### config.mk
export PLATFORM = sky130hd
export DESIGN_NAME = audio_seq_ctrl
export DESIGN_NICKNAME = d
export VERILOG_FILES = /design/src/rtl/audio_seq_ctrl.sv
export SDC_FILE = /design/constraint.sdc
export NUM_CORES = 1
export LEC_CHECK = 0
export BUFFER_PORTS_ARGS = -buffer_cell sky130_fd_sc_hd__buf_2
export CAP_MARGIN = 20
export CORE_MARGIN = 3
export CORE_UTILIZATION = 60
export DETAILED_ROUTE_END_ITERATION = 8
export GPL_ROUTABILITY_DRIVEN = 0
export PLACE_DENSITY = 0.86
export SKIP_LAST_GASP = 1
export SLEW_MARGIN = 20
export SYNTH_ARGS = -nofsm -noshare
export SYNTH_HDL_FRONTEND = slang
export SYNTH_SLANG_ARGS = --single-unit
### constraint.sdc
create_clock -name clk -period 2.8 [get_ports clk]
set_input_delay 0.28 -clock clk [delete_from_list [all_inputs] [get_ports clk]]
set_output_delay 0.28 -clock clk [all_outputs]
set_load 0.005 [all_outputs]
### src/rtl/audio_seq_ctrl.sv
// rtl/audio_seq_ctrl.sv - sound sequencer: request arbitration, note timing, tone ROM addressing
module audio_seq_ctrl #(
  parameter int TICK_DIV   = 100000,
  parameter int NOTE_TICKS = 25
) (
  input  logic       clk,
  input  logic       rst,
  input  logic [2:0] audio_select,
  input  logic       audio_enable,
  input  logic       abort,
  output logic [5:0] note_code,
  output logic       tone_en,
  output logic       seqEnd,
  output logic       busy,
  output logic [2:0] active_id
);

  // Counter widths are floored at 1 bit so degenerate parameters still elaborate.
  localparam int TW = (TICK_DIV > 1) ? $clog2(TICK_DIV) : 1;
  localparam int NW = (NOTE_TICKS > 0) ? $clog2(NOTE_TICKS + 1) : 1;
  localparam logic [TW-1:0] TICK_LAST = TW'(TICK_DIV - 1);
  localparam logic [TW-1:0] TICK_ONE  = TW'(1);
  localparam logic [NW-1:0] NOTE_LAST = NW'(NOTE_TICKS - 1);
  localparam logic [NW-1:0] NOTE_ONE  = NW'(1);

  localparam logic [2:0] S_IDLE = 3'd0;
  localparam logic [2:0] S_LOAD = 3'd1;
  localparam logic [2:0] S_PLAY = 3'd2;
  localparam logic [2:0] S_GAP  = 3'd3;
  localparam logic [2:0] S_DONE = 3'd4;

  logic [2:0]    r_state;
  logic [2:0]    r_active_id;
  logic [2:0]    r_note_idx;
  logic [TW-1:0] r_tick_cnt;
  logic [NW-1:0] r_note_tick;
  logic          r_pend_valid;
  logic [2:0]    r_pend_id;

  logic [2:0] w_count;
  logic       w_req_valid;
  logic       w_busy;
  logic       w_preempt;
  logic       w_pend_wr;
  logic       w_tick_end;
  logic       w_last_note;

  // Notes per sound id; no-op ids report 1 so count-1 never underflows.
  function automatic logic [2:0] note_count(input logic [2:0] id);
    case (id)
      3'd2:    note_count = 3'd3;
      3'd3:    note_count = 3'd4;
      3'd4:    note_count = 3'd2;
      3'd5:    note_count = 3'd6;
      3'd6:    note_count = 3'd5;
      default: note_count = 3'd1;
    endcase
  endfunction

  assign w_count     = note_count(r_active_id);
  assign w_req_valid = audio_enable && (audio_select >= 3'd2) && (audio_select <= 3'd6);
  assign w_busy      = (r_state == S_LOAD) || (r_state == S_PLAY) || (r_state == S_GAP);
  assign w_preempt   = w_req_valid && w_busy && (audio_select >= 3'd5) && (audio_select > r_active_id);
  assign w_pend_wr   = w_req_valid && w_busy && !w_preempt &&
                       (!r_pend_valid || (audio_select > r_pend_id));
  assign w_tick_end  = (r_tick_cnt == TICK_LAST);
  assign w_last_note = (r_note_idx == (w_count - 3'd1));

  assign seqEnd    = (r_state == S_IDLE) || (r_state == S_DONE);
  assign busy      = ~seqEnd;
  assign tone_en   = (r_state == S_PLAY);
  assign active_id = r_active_id;
  assign note_code = {r_active_id, r_note_idx};

  // Sequencer state, note/tick counters and the one-deep pending request slot.
  always_ff @(posedge clk or negedge rst) begin
    if (!rst) begin
      r_state      <= S_IDLE;
      r_active_id  <= 3'd0;
      r_note_idx   <= 3'd0;
      r_tick_cnt   <= '0;
      r_note_tick  <= '0;
      r_pend_valid <= 1'b0;
      r_pend_id    <= 3'd0;
    end else if (abort) begin
      r_state      <= S_IDLE;
      r_active_id  <= 3'd0;
      r_note_idx   <= 3'd0;
      r_tick_cnt   <= '0;
      r_note_tick  <= '0;
      r_pend_valid <= 1'b0;
      r_pend_id    <= 3'd0;
    end else begin
      if (w_pend_wr) begin
        r_pend_valid <= 1'b1;
        r_pend_id    <= audio_select;
      end
      if (w_preempt) begin
        // A higher-priority sound restarts from LOAD; the interrupted one is dropped.
        r_state     <= S_LOAD;
        r_active_id <= audio_select;
        r_note_idx  <= 3'd0;
        r_tick_cnt  <= '0;
        r_note_tick <= '0;
      end else begin
        case (r_state)
          S_IDLE: begin
            if (w_req_valid) begin
              r_state     <= S_LOAD;
              r_active_id <= audio_select;
              r_note_idx  <= 3'd0;
              r_tick_cnt  <= '0;
              r_note_tick <= '0;
            end
          end
          S_LOAD: begin
            r_state     <= S_PLAY;
            r_note_idx  <= 3'd0;
            r_tick_cnt  <= '0;
            r_note_tick <= '0;
          end
          S_PLAY: begin
            if (w_tick_end) begin
              r_tick_cnt <= '0;
              if (r_note_tick == NOTE_LAST) begin
                r_note_tick <= '0;
                r_state     <= w_last_note ? S_DONE : S_GAP;
              end else begin
                r_note_tick <= r_note_tick + NOTE_ONE;
              end
            end else begin
              r_tick_cnt <= r_tick_cnt + TICK_ONE;
            end
          end
          S_GAP: begin
            if (w_tick_end) begin
              r_tick_cnt <= '0;
              r_note_idx <= r_note_idx + 3'd1;
              r_state    <= S_PLAY;
            end else begin
              r_tick_cnt <= r_tick_cnt + TICK_ONE;
            end
          end
          S_DONE: begin
            // A fresh request beats the pending slot, which is then kept for later.
            r_note_idx  <= 3'd0;
            r_tick_cnt  <= '0;
            r_note_tick <= '0;
            if (w_req_valid) begin
              r_state     <= S_LOAD;
              r_active_id <= audio_select;
            end else if (r_pend_valid) begin
              r_state      <= S_LOAD;
              r_active_id  <= r_pend_id;
              r_pend_valid <= 1'b0;
            end else begin
              r_state     <= S_IDLE;
              r_active_id <= 3'd0;
            end
          end
          default: begin
            r_state     <= S_IDLE;
            r_active_id <= 3'd0;
          end
        endcase
      end
    end
  end

endmodule

==> metrics.md, run 1 <==
| Metric | Value |
|---|---|
| Status | `finished, final reports clean` |
| Crit path top cell by count | `and3_1` |
| Setup_tns | `0 ns` |
| Layout fillers | `255` |
| Synth top area cells | `dfrtp_1 38%, ha_1 6.0%, nand2_1 4.6%, a21oi_1 3.9%, a31oi_1 3.6%` |
| Root buffer cell | `clkbuf_8` |
| Total Routing Usage GR | `0.251` |
| Total CTS buffers | `5` |
| Cell family with most CP delay | `compound AO/OA/AOI/OAI gates` |
| CP max stage cell | `dfrtp_2` |
| Average size of a mapped cell | `8.60 um^2` |
| Final clock skew | `0.00319 ns` |
| Hold Fails Final Rpt | `0` |
| Die area | `4590 um^2` |
| Drt via density | `6.27` |
| Final worst slack | `0.187 ns` |
| Total gr overflow | `0` |
| CP Launch Type | `flop` |
| Max IR drop VDD | `0.589 mV` |
| First-pass DRT Iterations | `6` |
| Area of the multi-input gates | `1300 um^2` |
| Htree depth | `2` |
| Tcrit/Tclk final | `0.933` |
| CP cell instances | `inv_1, ha_1, and3_1, a211o_1, o41a_1, and3_1, buf_4, a41oi_1, a31oi_1` |
| Hold/Removal Path Class | `in2async` |
| Diode count | `0` |
| First-pass GRT wire length | `8750 um` |
| Die W | `67.8 um` |
| Hpwl dp | `3590 um` |
| Synthesized area | `2290 um^2` |
| Crit path from | `active_id[2]` |
| Sequential fraction of the synthesis area | `0.383` |
| Vias in the first global route | `1929` |
| Largest area contributor in the netlist | `dfrtp_1` |
| YS warnings | `0` |
| Iter 0 DRT Violations | `171` |
| Drt drc | `0` |
| Final setup violation count | `0` |
| Synth Instances | `266` |
| Critical Path Max Stage Delay | `0.43 ns` |
| WP data required | `2.97 ns` |
| CTS tree | `done` |
| Register area | `877 um^2` |
| IO Port Bufs | `18` |
| CTS clk-pin slew, worst paths | `0.07 ns` |
| Core Area | `3490 um^2` |
| Hold_buf cts | `0` |
| Final Max Slew Viols | `0` |
| Area Growth Syn to Fin | `13.3%` |
| CTS sink cnt | `35` |
| IO Pins | `19` |
| Initial antenna violation count | `0` |
| Die Y | `67.8 um` |
| Post-synth top cells | `35 x dfrtp_1, 28 x nand2_1, 20 x nor2_1` |
| CP Data Arrival Time | `2.78 ns` |
| Routed WL per cell | `15.4 um` |
| Cell variety after synth | `51` |
| ANT nets after route | `0` |
| Tightest Pin Transition | `0.773 ns` |
| Max_cap viols | `0` |
| Clk_lat worst skew | `0.28 ns` |
| Unrepaired setup endpoints after global routing | `no` |
| CP Buf/Inv Count | `2` |
| Core Util, Final | `0.742` |
| Post-place setup slack | `0.154 ns` |
| Rel. slew slack | `0.484` |
| Leakage power | `1.17 nW` |
| Worst reg2reg startpoint | `active_id[2]` |
| Most used flip-flop cell after synthesis | `dfrtp_1` |
| Yosys top cell area share | `0.383` |
| Worst Path Max Fanout | `20` |
| Initial Utilization | `0.655` |
| Cell Pwr Density | `764 nW/um^2` |
| DRT Wirelength | `5170 um` |
| FP Rows | `21` |
| Post-synth EDFFs | `0` |
| Nets | `307` |
| Syn Nets | `284` |
| Share of layout cells above drive strength 1 | `0.162` |
| Fmax | `0.383 GHz` |
| Element type at the critical path end | `flop` |
| Placed insts | `327` |
| Post-Layout Cell Count | `336` |
| Via count | `2107` |
| Final total power | `1.98 mW` |
| Crit path kind | `reg2reg` |
| Number of synthesized register bits | `35` |
| Pin count of the biggest net entering global routing | `36` |
| Top-count cell post-synth | `dfrtp_1` |
| Clock Path Buffers | `2` |
| Asr flop ratio synth | `1.00` |
| Final Critical Period | `2.61 ns` |
[power breakdown]
| group | internal [mW] | switching, mW | total [mW] | leakage (nW) |
|---|---|---|---|---|
| Clock | 0.355 | 0.186 | 0.541 | 0.0644 |
| Combinational | 0.334 | 0.459 | 0.794 | 0.621 |
| Sequential | 0.559 | 0.0880 | 0.647 | 0.482 |
[path summary, 6_finish.rpt]
kind	endpoint	slack, ns	depth (start not counted)
setup / recovery	r_tick_cnt[3]	0.19	9
hold reg to reg	r_tick_cnt[15]	0.52	1
hold / removal	r_note_tick[4]	0.07	1
min in group clk	r_pend_valid	0.27	2
max in group asynchronous	active_id[2]	2.20	1
setup reg to reg	r_tick_cnt[3]	0.19	9
[cell usage in the layout (no fill, tap or decap), types with 3 or more instances in the layout]
cell type / instances
mux2i_1: 6
and3_1: 9
xnor2_1: 3
buf_4: 9
nand2_1: 28
dfrtp_1: 34
nor2b_1: 5
buf_2: 18
nor2_1: 20
xor2_1: 5
a31oi_1: 13
a21oi_1: 18
nand2b_1: 5
o21ai_0: 9
nand3_1: 16
inv_1: 14
clkbuf_8: 5
nand4_1: 6
nor3_1: 3
ha_1: 11
o21ai_1: 5
[layout make-up]
class	count	share of cell area
Clock buffer	5	0.0265
Clock inverter	3	0.0261
Timing Repair Buffer	27	0.0608
Tap cell	46	0.0222
Multi-Input combinational cell	204	0.503
Inverter	16	0.0232
Sequential cell	35	0.338
[stage by stage]
stage / instance area, um^2 / hold WS (ns)
floorplan: 2290 / -0.0156
global placement: 2440 / 0.394
detailed placement: 2440 / 0.405
CTS: 2580 / 0.0980
global route: 2590 / 0.116
finish: 2590 / 0.0690
[per-layer routing]
| metal | share of wire | routed length, um | vias to the layer above | GRT usage |
|---|---|---|---|---|
| met3 | 0.053 | 275 | 9 | 0.0399 |
| li1 | - | - | 1023 | - |
| met4 | 0.013 | 67 | 0 | 0.0835 |
| met1 | 0.44 | 2260 | 997 | 0.322 |
| met2 | 0.50 | 2560 | 78 | 0.426 |
| met5 | 0 | 0 | - | 0 |
[sequential cells by signal, indices dropped and copies added, names as in the netlist]
name / flops
active_id: 3
r_note_idx: 3
r_tick_cnt: 17
r_note_tick: 5
r_pend_valid: 1
r_state: 3
r_pend_id: 3
[repair_timing]
action / in CTS / in global routing
resized for setup: 0 / 3
endpoints found under the setup margin: 0 / 5
setup buffers: 0 / 1
[cells by family after synthesis]
kind of cell    count (synthesis)  share of synthesized area
compound gates                 69                      0.196
fa+ha+maj                      11                     0.0601
xor+xnor                        8                     0.0306
buf+inv                        27                     0.0503
flops                          35                      0.383
simple gates                  109                      0.249
mux                             7                     0.0312
Power figures use the tool's default switching activity.
==> inputs of run 2 (changes only) <==
==> config.mk (replaced) <==
export PLATFORM = sky130hd
export DESIGN_NAME = audio_seq_ctrl
export DESIGN_NICKNAME = d
export VERILOG_FILES = /design/src/rtl/audio_seq_ctrl.sv
export SDC_FILE = /design/constraint.sdc
export NUM_CORES = 1
export LEC_CHECK = 0
export CAP_MARGIN = 20
export CORE_MARGIN = 3
export CORE_UTILIZATION = 63
export DETAILED_ROUTE_END_ITERATION = 8
export DONT_BUFFER_PORTS = 1
export GPL_ROUTABILITY_DRIVEN = 0
export PLACE_DENSITY = 0.85
export SETUP_SLACK_MARGIN = 0.2
export SLEW_MARGIN = 20
export SYNTH_ARGS = -nofsm -noshare
export SYNTH_HDL_FRONTEND = slang
export SYNTH_SLANG_ARGS = --single-unit
==> run 2 against run 1 <==
Die area down 4.3%. Critical path type unchanged. Cell count shrank 3.3%. Register-to-register slack worse by 0.02 ns.
==> metrics.md, run 2 (synthesized netlist as in run 1, its figures left out) <==
| Metric | Value |
|---|---|
| IO Pins | `19` |
| Final worst slack | `0.162 ns` |
| Hold_sp | `audio_select[1]` |
| Max IR drop VDD | `0.308 mV` |
| Vias in the first global route | `1920` |
| Final setup violation count | `0` |
| First-pass DRT Iterations | `4` |
| Largest regs | `r_tick_cnt x17, r_note_tick x5` |
| Leakage power | `1.09 nW` |
| Diode count | `0` |
| WP data required | `3.02 ns` |
| Worst reg2reg startpoint | `active_id[0]` |
| CP cell instances | `buf_4, nor3_1, a21oi_1, ha_1, xnor2_2, xnor2_1, a32o_1, o211ai_1, o21ai_0, a2111oi_1` |
| Via count | `2043` |
| Hold Path End | `r_pend_id[1]` |
| Largest register by flop count | `r_tick_cnt` |
| Met3 Resource Use GR | `0.0629` |
| FP Rows | `21` |
| Max reg flops | `17` |
| Pin count of the biggest net entering global routing | `36` |
| Nets | `296` |
| First-pass GRT wire length | `8510 um` |
| CP max stage cell | `dfrtp_1` |
| Htree depth | `2` |
| Unrepaired setup endpoints after global routing | `yes` |
| Drt via density | `6.29` |
| Hold/Removal Path Class | `in2reg` |
| Final total power | `1.76 mW` |
| Hpwl dp | `3580 um` |
| Initial Utilization | `0.670` |
| Total CTS buffers | `5` |
| Final Max Slew Viols | `0` |
| Clk_lat worst skew | `0.36 ns` |
| FF-to-FF setup slack | `0.16 ns` |
| Drt drc | `0` |
| Die Y | `66.3 um` |
| Root buffer cell | `clkbuf_4` |
| Post-Layout Cell Count | `325` |
| Final Critical Period | `2.64 ns` |
| Core Area | `3420 um^2` |
| Iter 0 DRT Violations | `130` |
| Max_cap viols | `0` |
| Tightest Pin Transition | `0.584 ns` |
| Critical Path Max Stage Delay | `0.45 ns` |
| Total Routing Usage GR | `0.254` |
| CTS clk-pin slew, worst paths | `0.12 ns` |
| DRT Wirelength | `5280 um` |
| CTS sink cnt | `35` |
| Element type at the critical path end | `flop` |
| Cell family with most CP delay | `compound AO/OA/AOI/OAI gates` |
| Core Util, Final | `0.737` |
| Post-place setup slack | `0.0424 ns` |
| Final clock skew | `0.00953 ns` |
| R2R Path End | `r_state[1]` |
| GR Util met2 | `0.434` |
| Met1 Track Usage GR | `0.300` |
| Crit path kind | `reg2reg` |
| Worst Path Max Fanout | `6` |
| Placement Cell Area | `2350 um^2` |
| Hold depth | `2` |
| Cell Pwr Density | `699 nW/um^2` |
| Status | `finished, final reports clean` |
| Share of layout cells above drive strength 1 | `0.125` |
| GRT busiest layer | `met2` |
| Die area | `4390 um^2` |
| Setup_tns | `0 ns` |
| Clock Path Buffers | `2` |
| Routed WL per cell | `16.3 um` |
| ANT nets after route | `0` |
| CP Buf/Inv Count | `1` |
| CP Launch Type | `flop` |
| Reg2Reg Depth | `10` |
| Commonest non-fill, non-tap cell in the layout | `dfrtp_1` |
| Tcrit/Tclk final | `0.942` |
| Placed insts | `309` |
| Worst hold slack | `0.0857 ns` |
| Post-route cell area | `2520 um^2` |
| Rel. slew slack | `0.608` |
| Fmax | `0.379 GHz` |
| Die W | `66.3 um` |
| Initial antenna violation count | `0` |
| Area Growth Syn to Fin | `10.0%` |
| IO Port Bufs | `0` |
| Commonest non-fill, non-tap cells in the layout | `35 x dfrtp_1, 28 x nand2_1, 20 x nor2_1, 17 x a21oi_1, 16 x nand3_1` |
| Hold Fails Final Rpt | `0` |
| Total gr overflow | `0` |
| Crit path from | `active_id[0]` |
| CP Data Arrival Time | `2.86 ns` |
| CTS tree | `done` |
==> run 2: changes by cell type in the layout (fill, tap and decap cells not counted), moves of 2 or more <==
cell           change
buf_2             -18
buf_4              +4
bufinv_16          -2
clkbuf_4           +5
clkbuf_8           -5
dlygate4sd3_1      +2
==> run 2: worst max-delay path by stage <==
stage / end / cells past startpoint / slack, ns
floorplan: r_tick_cnt[0] / 9 / 0.23
global placement: r_tick_cnt[12] / 8 / 0.16
detailed placement: r_tick_cnt[14] / 8 / 0.04
CTS: r_note_tick[3] / 8 / 0.24
global route: r_state[1] / 10 / 0.09
finish: r_state[1] / 10 / 0.16
==> run 2: worst reg2reg max path: cells and delay by family, from the launching register on <==
kind	cells	cell delay (ns)
buf+inv	1	0.19
simple gates	1	0.17
flops	1	0.45
fa+ha+maj	1	0.23
compound gates	5	1.15
xor+xnor	2	0.33
==> run 2: area by class of cell <==
type,count,area (um^2)
multi-input combinational,204,1330
fill,254,898
sequential,35,876
timing repair buffer,16,138
inverter,16,60.1
tap,46,57.6
clock buffer,5,37.5
clock inverter,3,20.0
==> run 2: timing repair <==
action	CTS	global route
resized for setup	3	4
pin swaps	1	4
setup buffers	1	4
hold buffers	3	0
endpoints found under the setup margin	18	17
hold endpoints to repair	40	0
==> run 2: per-layer routing <==
metal | up-vias | routed length [um]
met5 | - | 0
met4 | 0 | 142
met3 | 11 | 289
met2 | 64 | 2600
met1 | 968 | 2250
li1 | 1000 | -
==> run 2: power by group <==
group	total [mW]	internal (mW)	switching, mW
logic	0.856	0.365	0.491
registers	0.625	0.558	0.0678
clock network	0.278	0.0957	0.182
==> inputs of run 3 (changes only) <==
--- a/config.mk
+++ b/config.mk
@@ -5,13 +5,14 @@
 export SDC_FILE = /design/constraint.sdc
 export NUM_CORES = 1
 export LEC_CHECK = 0
+export ABC_AREA = 1
 export CAP_MARGIN = 20
 export CORE_MARGIN = 3
-export CORE_UTILIZATION = 63
+export CORE_UTILIZATION = 64
 export DETAILED_ROUTE_END_ITERATION = 8
 export DONT_BUFFER_PORTS = 1
 export GPL_ROUTABILITY_DRIVEN = 0
-export PLACE_DENSITY = 0.85
+export PLACE_DENSITY = 0.86
 export SETUP_SLACK_MARGIN = 0.2
 export SLEW_MARGIN = 20
 export SYNTH_ARGS = -nofsm -noshare
==> run 3 against run 2 <==
Critical path depth is 1 lower. Area after synthesis is 10% higher. Power is 2.0% higher. Fmax grew 32%. First-iteration DRC count is 2.3% higher. Critical path type unchanged. Critical endpoint is now r_state[2].
==> metrics.md, run 3 <==
| Metric | Value |
|---|---|
| IO Pins | `19` |
| Asr flop ratio synth | `1.00` |
| Crit path top cell by count | `nand3_1` |
| Rel. slew slack | `0.706` |
| Final setup violation count | `0` |
| Tightest Pin Transition | `0.440 ns` |
| First-pass DRT Iterations | `4` |
| Leakage power | `1.24 nW` |
| Synthesized area | `2530 um^2` |
| Pin count of the biggest net entering global routing | `36` |
| Cell Pwr Density | `668 nW/um^2` |
| Post-route cell area | `2690 um^2` |
| Crit path from | `active_id[1]` |
| Diode count | `0` |
| Core Area | `3740 um^2` |
| Area of the multi-input gates | `1440 um^2` |
| Hold/Removal Path Class | `in2reg` |
| Status | `finished, final reports clean` |
| FP Rows | `22` |
| Iter 0 DRT Violations | `133` |
| Placement Cell Area | `2540 um^2` |
| Final Critical Period | `2.00 ns` |
| WP data required | `2.99 ns` |
| CP Launch Type | `flop` |
| Max reg flops | `17` |
| Worst Path Max Fanout | `9` |
| Fmax | `0.500 GHz` |
| Area Growth Syn to Fin | `6.24%` |
| Die W | `68.8 um` |
| Number of synthesized register bits | `35` |
| Most used flip-flop cell after synthesis | `dfrtp_1` |
| Element type at the critical path end | `flop` |
| Postcts setup bufs | `0` |
| CTS resizes | `0` |
| Total gr overflow | `0` |
| IO Port Bufs | `0` |
| DRT Wirelength | `5400 um` |
| Largest regs | `r_tick_cnt x17, r_note_tick x5` |
| Crit path kind | `reg2reg` |
| Initial Utilization | `0.675` |
| Hpwl dp | `3940 um` |
| Max_cap viols | `0` |
| CTS sink cnt | `35` |
| CTS tree | `done` |
| FF-to-FF setup slack | `0.80 ns` |
| Unrepaired setup endpoints after global routing | `no` |
| Setup_tns | `0 ns` |
| Via count | `2311` |
| Post-Layout Cell Count | `409` |
| R2R Path End | `r_state[2]` |
| Commonest non-fill, non-tap cell in the layout | `nand2_1` |
| Drt drc | `0` |
| Syn Nets | `376` |
| Clock Path Buffers | `2` |
| Hold_buf cts | `2` |
| Clk_lat worst skew | `0.30 ns` |
| Final Max Slew Viols | `0` |
| Share of layout cells above drive strength 1 | `0.108` |
| Largest register by flop count | `r_tick_cnt` |
| Htree depth | `2` |
| Average size of a mapped cell | `7.06 um^2` |
| YS warnings | `0` |
| Synth Instances | `358` |
| Final clock skew | `0.00968 ns` |
| Vias in the first global route | `2028` |
| Yosys top cell area share | `0.347` |
| Post-synth top cells | `91 x nand2_1, 44 x nor2_1, 39 x nand3_1` |
| Worst reg2reg startpoint | `active_id[1]` |
| Largest area contributor in the netlist | `dfrtp_1` |
| Die area | `4740 um^2` |
| Root buffer cell | `clkbuf_8` |
| Routed WL per cell | `13.2 um` |
| Post-synth EDFFs | `0` |
| ANT nets after route | `0` |
| CP max stage cell | `dfrtp_1` |
| Register area | `876 um^2` |
| CP Data Arrival Time | `2.19 ns` |
| Tcrit/Tclk final | `0.714` |
| Placed insts | `399` |
| Layout fillers | `316` |
| Core Util, Final | `0.717` |
| Sequential fraction of the synthesis area | `0.347` |
| Initial antenna violation count | `0` |
| Total CTS buffers | `5` |
| Worst setup endpoint | `r_state[2]` |
| Drt via density | `5.65` |
| First-pass GRT wire length | `9170 um` |
| CTS clk-pin slew, worst paths | `0.08 ns` |
| Reg2Reg Depth | `9` |
| Final total power | `1.79 mW` |
| Die Y | `68.8 um` |
| Synth top area cells | `dfrtp_1 35%, nand2_1 14%, nand3_1 7.7%, nor2_1 6.5%, inv_1 5.6%` |
| CP cell instances | `inv_1, ha_1, nand3_1, nand3_1, nor2_1, nand2_4, nand3_1, nand3_1, nor3_1` |
| Hold Fails Final Rpt | `0` |
| Commonest non-fill, non-tap cells in the layout | `91 x nand2_1, 44 x nor2_1, 39 x nand3_1, 38 x inv_1, 35 x dfrtp_1` |
| Top-count cell post-synth | `nand2_1` |
| Cell variety after synth | `33` |
| Total Routing Usage GR | `0.258` |
| Critical Path Max Stage Delay | `0.47 ns` |
| Nets | `378` |
| Max IR drop VDD | `0.515 mV` |
==> run 3: changes by cell type in the layout (fill, tap and decap cells not counted), moves of 8 or more <==
cell | previous run | this run
nand2_1 | 28 | 91
and3_1 | 8 | 0
nand3_1 | 16 | 39
inv_1 | 15 | 38
a31oi_1 | 13 | 0
buf_4 | 13 | 0
nor2_1 | 20 | 44
==> run 3: metal layers <==
| layer | up-vias | share of wire | global-route usage |
|---|---|---|---|
| li1 | 1170 | - | - |
| met1 | 1058 | 0.48 | 0.338 |
| met2 | 75 | 0.44 | 0.413 |
| met3 | 8 | 0.065 | 0.0778 |
| met4 | 0 | 0.011 | 0.0730 |
| met5 | - | 0 | 0 |
==> run 3: final cells by class <==
type | instances | area share
Multi-Input combinational cell | 272 | 0.535
Timing Repair Buffer | 2 | 0.0112
Sequential cell | 35 | 0.326
Clock inverter | 2 | 0.0130
Clock buffer | 6 | 0.0308
Tap cell | 48 | 0.0224
Inverter | 44 | 0.0615
==> run 3: report_power, final <==
group / switching, mW / internal (mW)
Sequential: 0.0832 / 0.555
Combinational: 0.453 / 0.227
Clock: 0.189 / 0.288
==> run 3: cell families (layout without fill, tap and decap cells) <==
| kind of cell | after synthesis | after routing | share of synthesized area |
|---|---|---|---|
| compound gates | 45 | 45 | 0.0980 |
| xor+xnor | 7 | 7 | 0.0243 |
| fa+ha+maj | 11 | 11 | 0.0545 |
| buf+inv | 51 | 54 | 0.0851 |
| simple gates | 209 | 209 | 0.392 |
| flops | 35 | 35 | 0.347 |
==> run 3: how the worst min path moves through the flow <==
stage | depth (start not counted) | slack [ns] | to | startpoint
floorplan | 0 | -0.02 | active_id[0] | rst
global placement | 0 | -0.01 | r_note_idx[1] | rst
detailed placement | 0 | -0.01 | r_note_idx[1] | rst
CTS | 1 | 0.08 | r_pend_id[2] | abort
global route | 1 | 0.08 | r_pend_id[2] | abort
finish | 1 | 0.08 | r_pend_id[2] | abort
==> run 3: metrics by stage <==
stage | worst slack (ns) | hold slack (ns)
global placement | 0.917 | -0.0149
detailed placement | 0.861 | -0.0148
global route | 0.602 | 0.0794
finish | 0.801 | 0.0797
floorplan | 1.09 | -0.0156
CTS | 0.830 | 0.0783
==> run 3: critical path, delay by kind of cell (launching register included) <==
kind | cells | cell delay [ns]
fa+ha+maj | 1 | 0.31
buf+inv | 1 | 0.09
simple gates | 7 | 1.02
flops | 1 | 0.47
